$ cat config.mk
export PLATFORM = sky130hd
export DESIGN_NAME = fir_mac_sequencer
export DESIGN_NICKNAME = d
export VERILOG_FILES = /design/src/rtl/fir_mac_sequencer_pkg.sv /design/src/rtl/fir_mac_sequencer_mac.sv /design/src/rtl/fir_mac_sequencer.sv
export SDC_FILE = /design/constraint.sdc
export NUM_CORES = 1
export LEC_CHECK = 0
export CORE_AREA = 2 2 164 206
export CTS_CLUSTER_DIAMETER = 100
export DETAILED_ROUTE_END_ITERATION = 7
export DIE_AREA = 0 0 166 208
export PLACE_DENSITY = 0.75
export SYNTH_ARGS = -nofsm -noshare
export SYNTH_HDL_FRONTEND = slang
export SYNTH_HIERARCHICAL = 1
export SYNTH_SLANG_ARGS = --single-unit
$ cat constraint.sdc
create_clock -name system1000 -period 10.15 [get_ports system1000]
set_input_delay 1.015 -clock system1000 [delete_from_list [all_inputs] [get_ports system1000]]
set_output_delay 1.015 -clock system1000 [all_outputs]
set_load 0.005 [all_outputs]
$ cat src/rtl/fir_mac_sequencer_pkg.sv
// Shared FIR sequencer types: signed sample type, sequencer state encoding,
// power-on coefficient bank and its lookup helper.
// Compile-time option used by the datapath: FIR_SEQ_SATURATE_EN.
package fir_mac_sequencer_pkg;

    localparam int SAMPLE_W      = 16;
    localparam int FIR_INIT_TAPS = 4;

    typedef logic signed [SAMPLE_W-1:0] sample_t;

    typedef enum logic [1:0] {
        ST_IDLE = 2'd0,
        ST_MAC  = 2'd1,
        ST_DONE = 2'd2
    } seq_state_t;

    // Power-on coefficients for taps 0..3.
    localparam sample_t FIR_COEF_INIT [FIR_INIT_TAPS] = '{
        16'sd2, 16'sd3, -16'sd2, 16'sd8
    };

    // Reset value for tap idx; taps beyond the init table start at zero.
    function automatic sample_t fir_coef_init(input int idx);
        case (idx)
            0:       return FIR_COEF_INIT[0];
            1:       return FIR_COEF_INIT[1];
            2:       return FIR_COEF_INIT[2];
            3:       return FIR_COEF_INIT[3];
            default: return '0;
        endcase
    endfunction

endpackage

$ cat src/rtl/fir_mac_sequencer_mac.sv
// Combinational multiply-accumulate step plus shift/narrow stage.
// Holds no state; the sequencer owns every register.
// FIR_SEQ_SATURATE_EN defined: shifted sum is clamped to the 16-bit range.
// Otherwise the low 16 bits are taken (two's-complement wrap).
module fir_mac_unit
    import fir_mac_sequencer_pkg::*;
#(
    parameter int AW    = 34,
    parameter int SHIFT = 0
) (
    input  logic signed [AW-1:0] acc,
    input  sample_t              coef,
    input  sample_t              sample,
    output logic signed [AW-1:0] acc_next,
    output sample_t              result
);

    localparam logic signed [AW-1:0] SAT_MAX = AW'(32767);
    localparam logic signed [AW-1:0] SAT_MIN = AW'(-32768);

    logic signed [31:0]   product;
    logic signed [AW-1:0] shifted;

    // One tap: full-precision product added into the wide accumulator, then
    // the running sum is scaled and narrowed so the final tap's value can be
    // registered straight into out_data.
    always_comb begin
        product  = 32'(coef) * 32'(sample);
        acc_next = acc + AW'(product);
        shifted  = acc_next >>> SHIFT;
`ifdef FIR_SEQ_SATURATE_EN
        if (shifted > SAT_MAX) begin
            result = 16'sh7fff;
        end else if (shifted < SAT_MIN) begin
            result = 16'sh8000;
        end else begin
            result = 16'(shifted);
        end
`else
        result = 16'(shifted);
`endif
    end

endmodule

$ cat src/rtl/fir_mac_sequencer.sv
// FIR sequencer: accepts one signed sample per input handshake into an
// NTAPS-deep circular delay line, runs one MAC per cycle over all taps and
// returns the filtered sample on a valid/ready output. Owns the
// runtime-writable coefficient bank.
// Optional feature macro: FIR_SEQ_SATURATE_EN (output saturation, see
// fir_mac_unit).
//
// Handshakes: a transfer happens on a rising clock edge where valid and ready
// are both high. The producer holds valid and data stable until that edge;
// ready may be asserted independently of valid. in_ready is only high in IDLE
// with clear low, out_valid only in DONE, so the two transfers never overlap.
module fir_mac_sequencer
    import fir_mac_sequencer_pkg::*;
#(
    parameter int NTAPS = 4,
    parameter int SHIFT = 0
) (
    input  logic                       system1000,
    input  logic                       system1000_rstn,
    input  logic                       in_valid,
    input  sample_t                    in_data,
    output logic                       in_ready,
    output logic                       out_valid,
    output sample_t                    out_data,
    input  logic                       out_ready,
    input  logic                       clear,
    input  logic                       coef_we,
    input  logic [$clog2(NTAPS)-1:0]   coef_addr,
    input  sample_t                    coef_data,
    output logic                       busy,
    output logic [1:0]                 dbg_state
);

    localparam int PW = $clog2(NTAPS);
    // acc never overflows: NTAPS products of at most 2^30 magnitude.
    localparam int AW = 32 + PW;

    localparam logic [PW-1:0] PTR_ONE  = PW'(1);
    localparam logic [PW-1:0] TAP_LAST = PW'(NTAPS - 1);

    seq_state_t           state;
    sample_t              dline [NTAPS];
    sample_t              coef_q [NTAPS];
    logic [PW-1:0]        wr_ptr;
    logic [PW-1:0]        tap;
    logic [PW-1:0]        rd_idx;
    logic signed [AW-1:0] acc;
    logic signed [AW-1:0] acc_next;
    sample_t              mac_result;
    logic                 coef_wr_en;

    // wr_ptr has already moved past the newest sample, so tap 0 reads
    // wr_ptr-1 and older taps walk backwards around the ring.
    assign rd_idx = wr_ptr - PTR_ONE - tap;

    // Coefficients only change while idle so a running sum never mixes banks.
    assign coef_wr_en = coef_we && !clear && (state == ST_IDLE);

    assign in_ready  = (state == ST_IDLE) && !clear;
    assign busy      = (state != ST_IDLE);
    assign dbg_state = state;

    fir_mac_unit #(
        .AW    (AW),
        .SHIFT (SHIFT)
    ) u_mac (
        .acc      (acc),
        .coef     (coef_q[tap]),
        .sample   (dline[rd_idx]),
        .acc_next (acc_next),
        .result   (mac_result)
    );

    // Coefficient bank: one register per tap, loaded with the init table on
    // reset and rewritten by the idle-only write strobe; clear leaves it alone.
    for (genvar g = 0; g < NTAPS; g++) begin : g_coef
        localparam logic [PW-1:0] IDX = PW'(g);
        always_ff @(posedge system1000) begin
            if (!system1000_rstn) begin
                coef_q[g] <= fir_coef_init(g);
            end else if (coef_wr_en && (coef_addr == IDX)) begin
                coef_q[g] <= coef_data;
            end
        end
    end

    // Sequencer FSM: capture sample, step the MAC across all taps, then hold
    // the registered result until the consumer takes it. Reset and clear both
    // zero the delay line and discard any partial sum.
    always_ff @(posedge system1000) begin
        if (!system1000_rstn || clear) begin
            state     <= ST_IDLE;
            dline     <= '{default: '0};
            wr_ptr    <= '0;
            tap       <= '0;
            acc       <= '0;
            out_valid <= 1'b0;
            if (!system1000_rstn) begin
                out_data <= '0;
            end
        end else begin
            case (state)
                ST_IDLE: begin
                    if (in_valid) begin
                        dline[wr_ptr] <= in_data;
                        wr_ptr        <= wr_ptr + PTR_ONE;
                        acc           <= '0;
                        tap           <= '0;
                        state         <= ST_MAC;
                    end
                end
                ST_MAC: begin
                    acc <= acc_next;
                    if (tap == TAP_LAST) begin
                        out_data  <= mac_result;
                        out_valid <= 1'b1;
                        state     <= ST_DONE;
                    end else begin
                        tap <= tap + PTR_ONE;
                    end
                end
                ST_DONE: begin
                    if (out_ready) begin
                        out_valid <= 1'b0;
                        state     <= ST_IDLE;
                    end
                end
                default: begin
                    state     <= ST_IDLE;
                    out_valid <= 1'b0;
                end
            endcase
        end
    end

endmodule

# Yosys cells after proc, flatten, opt, wreduce, memory -nomap -nowiden
# Memory sizes are Yosys's and may differ from the RTL's. A register that Yosys moved wholly into a read port is not among the register bits.
# Index checks and enable logic that the tools add are counted.
dict set report classes {
  n_addsub 5
  multipliers 1
  div_mod_pow 0
  magnitude_cmp 3
  eq_ne 11
  shift 0
  muxes 41
  n_bitwise 7
  reduce_logical 23
}
# cell n
set ops {}
lappend ops {{2-to-1 mux 16 bit} 11}
lappend ops {{case mux 34 bit (2 select lines)} 1}
lappend ops {{bitwise mux 64 bit} 1}
lappend ops {{adder 34 x 32 -> 34 bit} 1}
lappend ops {{2-to-1 mux 34 bit} 1}
lappend ops {{binary-select mux 16 bit (select 2 bit)} 1}
lappend ops {{demux 16 bit (select 2 bit)} 1}
lappend ops {{multiplier 16 x 16 -> 32 bit} 1}
lappend ops {{2-to-1 mux 1 bit} 15}
lappend ops {{2-to-1 mux 2 bit} 7}
lappend ops {{AND reduction 3 bit} 4}
lappend ops {{inequality test 2 bit (second input constant)} 5}
lappend ops {{== test 2 bit (second input constant)} 4}
lappend ops {{logical AND 1 bit} 8}
lappend ops {{nonzero test 2 bit} 4}
lappend ops {{greater-or-equal comparator 3 bit (second input constant)} 2}
lappend ops {{inverter 2 -> 3 bit} 2}
lappend ops {{case mux 2 bit (3 select lines)} 1}
lappend ops {{adder 2 x 1 -> 2 bit (second input constant)} 2}
lappend ops {{== test 2 x 1 -> 1 bit (second input constant)} 2}
lappend ops {{zero test 2 bit} 2}
lappend ops {{bitwise OR 1 bit} 4}
lappend ops {{case mux 2 bit (2 select lines)} 1}
lappend ops {{AND reduction 2 bit} 2}
lappend ops {{7 further kinds} 8}
dict set report totals {
  register_bits 121
  latchBits 0
  ram_bits 64
  romBits 0
  inputBits 40
  out_inout_bits 21
  word_cells 102
  memories 1
}
# name words word_bits read_ports rd_clocked_by_memory_dff wr line_no
set mem_list {}
lappend mem_list {coef_q 4 16 1 1 4 fir_mac_sequencer.sv:43} ;# sample_t coef_q [NTAPS];

# Depth between registers and ports, before layout
dict set report logic_depth {
  word_depth 11
  mapped_depth 30
  ltp_nobuf 28
}

# By module
# Netlist, hierarchy kept.
# module n_inst cells_per_inst area_per_inst_um2 seq_area_each_um2
set modules_own_cells {}
lappend modules_own_cells {fir_mac_unit 1 1291 11632.4 0.0}
lappend modules_own_cells {fir_mac_sequencer 1 676 7656.1 4544.4}

# Worst setup path before layout
# Ideal clock, no wire load.
dict set report synth_path {
  path_type {register to register}
  from {register tap[0]}
  to {register acc[30]}
  setup_ns 0.128
  t_arrival_ns 7.451
  required_time_ns 10.022
  path_slack_ns 2.571
  path_stages_with_launch 30
  path_buffers 3
  period_less_slack_ns 7.579
  cell_sequence {dfxtp_1 > inv_1 > ha_1 > xor2_1 > xnor2_1 > buf_2 > mux4_2 > clkbuf_1 > and2_1 > fa_1 > inv_1 > fa_1 > inv_1 > fa_1 > fa_1 > fa_1 > inv_1 > fa_1 > inv_1 > ha_1 > buf_2 > a21o_1 > a211oi_1 > nor2_1 > o21a_1 > a311o_1 > a21oi_1 > xnor2_1 > a22oi_1 > nor2_1}
}
dict set report synth_between {
  elab_chain_len 8
}
# element line_no
set synth_rtl {}
lappend synth_rtl {{start: declaration} fir_mac_sequencer.sv:45} ;# logic [PW-1:0] tap;
lappend synth_rtl {{start signal: assignment} fir_mac_sequencer.sv:119} ;# tap <= tap + PTR_ONE;
lappend synth_rtl {{subtractor 2 bit} fir_mac_sequencer.sv:54} ;# assign rd_idx = wr_ptr - PTR_ONE - tap;
lappend synth_rtl {{inverter 2 -> 3 bit (not written as such)} fir_mac_sequencer.sv:69} ;# .sample (dline[rd_idx]),
lappend synth_rtl {{binary-select mux 16 bit (select 2 bit)} fir_mac_sequencer.sv:69}
lappend synth_rtl {{2-to-1 mux 16 bit (not written as such) (2 in series)} fir_mac_sequencer.sv:69}
lappend synth_rtl {{multiplier 16 x 16 -> 32 bit} fir_mac_sequencer_mac.sv:28} ;# product = 32'(coef) * 32'(sample);
lappend synth_rtl {{adder 34 x 32 -> 34 bit} fir_mac_sequencer_mac.sv:29} ;# acc_next = acc + AW'(product);
lappend synth_rtl {{via acc_next[30]} fir_mac_sequencer.sv:48} ;# logic signed [AW-1:0] acc_next;
lappend synth_rtl {{case mux 34 bit (2 select lines)} fir_mac_sequencer.sv:102} ;# case (state)
lappend synth_rtl {{end signal: assignment} fir_mac_sequencer.sv:113} ;# acc <= acc_next;
lappend synth_rtl {{end: declaration} fir_mac_sequencer.sv:47} ;# logic signed [AW-1:0] acc;
# The timed path passes the listed nets, and every way through them passes these cells. The select of a mux whose other input is x is not followed.
# A chain may end at the register's enable or synchronous reset.

# Worst setup path in the final report
dict set report layout_path {
  from {register tap[0]}
  to {register out_data[15], data pin}
}
dict set report layout_between {
  elab_chain_len 10
}
# element line_no
set layout_rtl {}
lappend layout_rtl {{subtractor 2 bit} fir_mac_sequencer.sv:54}
lappend layout_rtl {{inverter 2 -> 3 bit (not written as such)} fir_mac_sequencer.sv:69}
lappend layout_rtl {{binary-select mux 16 bit (select 2 bit)} fir_mac_sequencer.sv:69}
lappend layout_rtl {{2-to-1 mux 16 bit (not written as such) (2 in series)} fir_mac_sequencer.sv:69}
lappend layout_rtl {{multiplier 16 x 16 -> 32 bit} fir_mac_sequencer_mac.sv:28}
lappend layout_rtl {{adder 34 x 32 -> 34 bit} fir_mac_sequencer_mac.sv:29}
lappend layout_rtl {{via acc_next[15]} fir_mac_sequencer.sv:48}
lappend layout_rtl {{2-to-1 mux 16 bit} fir_mac_sequencer.sv:114} ;# if (tap == TAP_LAST) begin
lappend layout_rtl {{2-to-1 mux 16 bit} fir_mac_sequencer.sv:102}
lappend layout_rtl {{2-to-1 mux 16 bit} fir_mac_sequencer.sv:91} ;# if (!system1000_rstn || clear) begin
lappend layout_rtl {{end signal: assignment} fir_mac_sequencer.sv:115} ;# out_data <= mac_result;
lappend layout_rtl {{end: declaration} fir_mac_sequencer.sv:24} ;# output sample_t out_data,
# The timed path passes the listed nets, and every way through them passes these cells. The select of a mux whose other input is x is not followed.

==> flow_summary.yaml <==
status:
  status: "completed"
placed_design:
  io_buffers: 60
  dp_hpwl_um: 18700
  gp_congestion: 0.861
  dpl.cell_count: 1571
  post_dp_cell_area_sq_um: 12800
sta:
  finalCritPeriodShare_pct: 70.0
  period_needed_ps: 7100
  fmax_mhz: 141
  setup_viol: 0
  finalMaxSlewViolations: 0
  slew_headroom_pct: 26.8
  fin_worst_skew_ps: 14.7
  rsz0062_at_grt: "false"
  setup_tns_ps: 0
  finalHoldViolCount: 0
  worst_pin_slew_ps: 1100
  holdWs_ps: 454
power:
  pwr-share-seq_pct: 47.4
  p_per_area_nw_per_um2: 116
  p_int_uw: 1170
  p_leak_uw: 0.00556
  p_sw_uw: 385
  p_clk_share_pct: 45.4
  comb_power_share_pct: 7.2
  p_sw_share_pct: 24.8
  irDropWorstVdd_uv: 94.6
critical_path:
  critPathKind: "reg2reg"
  crit_fanout: 16
  start_kind: "flip-flop"
  crit_slowest_cell: "ha_1"
  crit_arrival_ps: 7420
  crit_path_cell_trace: "inv_1 > ha_1 > mux4_2 > and2_1 > fa_1 > inv_1 > fa_1 > fa_1 > inv_1 > ha_1 > fa_1 > inv_1 > fa_1 > inv_1 > ha_1 > a21o_1 > a21oi_1 > a21boi_1 > o21a_1 > or4_1 > o311ai_1 > and2_1"
  cp.required_ps: 10470
  critical_path.endpoint_type: "flip-flop"
  critical_path.max_stage_delay_ps: 950
finish:
  area_growth_pct: 11.8
  drive_gt1_share_pct: 8.27
  final_util_pct: 41.1
  fin_area_sq_um: 13400
  layoutNonFillerInstCount: 1603
  n_antenna_cell: 0
  final_nets: 1394
die:
  die_h_um: 208
  dieArea_sq_um: 34500
  die-width_um: 166
  start_util_pct: 36.8
  io_pins: 61
  coreArea_sq_um: 32500
  row_count: 74
yosys:
  synth_nets: 1405
  synth.cell_area_sq_um: 12000
  syn_avg_cell_area_sq_um: 10.1
  yosysWarningCount: 6
  synthCells: 1183
routing:
  routed_wl_um: 26500
  drtIter0Drc: 488
  drtPass1Iterations: 5
  viasPerCell: 5.00
  routedWlPerCell_um: 16.6
  ant_nets: 0
  drc_errors: 0
  via_count: 8013
grt:
  grt_pass1_wl_um: 44400
  grt_use_total_pct: 16.0
  grt_start_max_net_pins: 95
  gr-total-overflow: 0
  antenna_found_initial: 0
  grt_pass1_vias: 8795
clocking:
  cts_resized: 0
  clkLatencyLatePin_ps: 460
  cts_tree: "built"
  htree_num_levels: 4
  clockRootBuffer: "clkbuf_16"
  clk_pin_slew_worst_paths_ps: 70
  numCtsBuffers: 17
  post_cts_buffers: 0
  clock_path_buffers: 2
  cts.sink_count: 169
  cts_hold_buf: 0
flow_run:
  maxCapViolations: 0
worst_hold_path:
  holdCritPathClass: "reg2reg"
power groups by stage:
stage	Combinational (uW)	Clock, uW	Sequential (uW)
after floorplan	62.4	0	750
after global placement	110	0	751
after detailed placement	111	0	752
after CTS	112	710	737
after global routing	121	733	738
final	112	705	737
per-stage QoR:
| stage | worst slack [ps] | power [uW] |
|---|---|---|
| floorplan | 3230 | 812 |
| global placement | 3150 | 861 |
| detailed placement | 3040 | 864 |
| CTS | 3010 | 1560 |
| global route | 2620 | 1590 |
| finish | 3050 | 1550 |
sequential cells by signal, indices dropped and copies added (netlist names), named ones only:
signal     flops
coef_q        64
acc           16
out_valid      1
dline         64
tap            2
wr_ptr         2
out_data      16
dbg_state      2
metal layers:
metal | GRT usage [%] | up-vias | wire length [um]
met5 | 0 | - | 0
met4 | 6.27 | 0 | 791
met3 | 2.51 | 51 | 1080
met2 | 29.0 | 191 | 13800
met1 | 19.0 | 4043 | 10900
li1 | - | 3728 | -
cell type report:
type	instances	area [sq um]
fill	3029	19100
multi-input combinational	764	6820
sequential	169	4180
timing repair buffer	69	668
inverter	151	567
tap	418	523
clock buffer	18	429
clock inverter	14	184
final timing paths:
kind | from | slack (ps) | end | cells after the start
worst min register to register | dline[10] | 450 | dline[10] | 2
worst max-delay path | tap[0] | 3050 | out_data[15] | 22
worst min-delay path | dline[10] | 450 | dline[10] | 2
worst max register to register | tap[0] | 3050 | out_data[15] | 22
worst max-delay path, delay by kind of cell, from the launching register on:
family                     cells  cell delay, ps
adders and majority gates      8            4070
buffers and inverters          5             260
DFF                            1             360
muxes                          1             740
and+or+nand+nor                3             790
AOI/OAI and AO/OA              5             730
layout by cell type (no fill, tap or decap), types with 2 or more instances in the layout:
| cell | instances |
|---|---|
| ha_1 | 73 |
| fa_1 | 109 |
| nand2b_1 | 9 |
| inv_8 | 3 |
| or2_2 | 8 |
| a21o_1 | 6 |
| xnor2_1 | 8 |
| inv_1 | 151 |
| a22oi_1 | 16 |
| buf_4 | 9 |
| nand4_1 | 3 |
| nor3b_1 | 2 |
| inv_6 | 3 |
| or2_1 | 9 |
| o211ai_1 | 3 |
| nor3_1 | 2 |
| nor2_1 | 28 |
| o21ai_2 | 3 |
| o21ai_0 | 2 |
| nand2_1 | 192 |
| nand4bb_1 | 4 |
| inv_4 | 2 |
| mux4_2 | 32 |
| a21oi_1 | 81 |
| dfxtp_1 | 89 |
| bufinv_16 | 3 |
| nor4bb_2 | 4 |
| and2_1 | 138 |
| o21bai_1 | 2 |
| xor2_1 | 3 |
| nor3_2 | 2 |
| nor2b_1 | 2 |
| nand3_1 | 4 |
| clkbuf_16 | 17 |
| edfxtp_1 | 80 |
| clkdlybuf4s50_1 | 60 |
No activity file was read; power rests on OpenSTA's default activity.
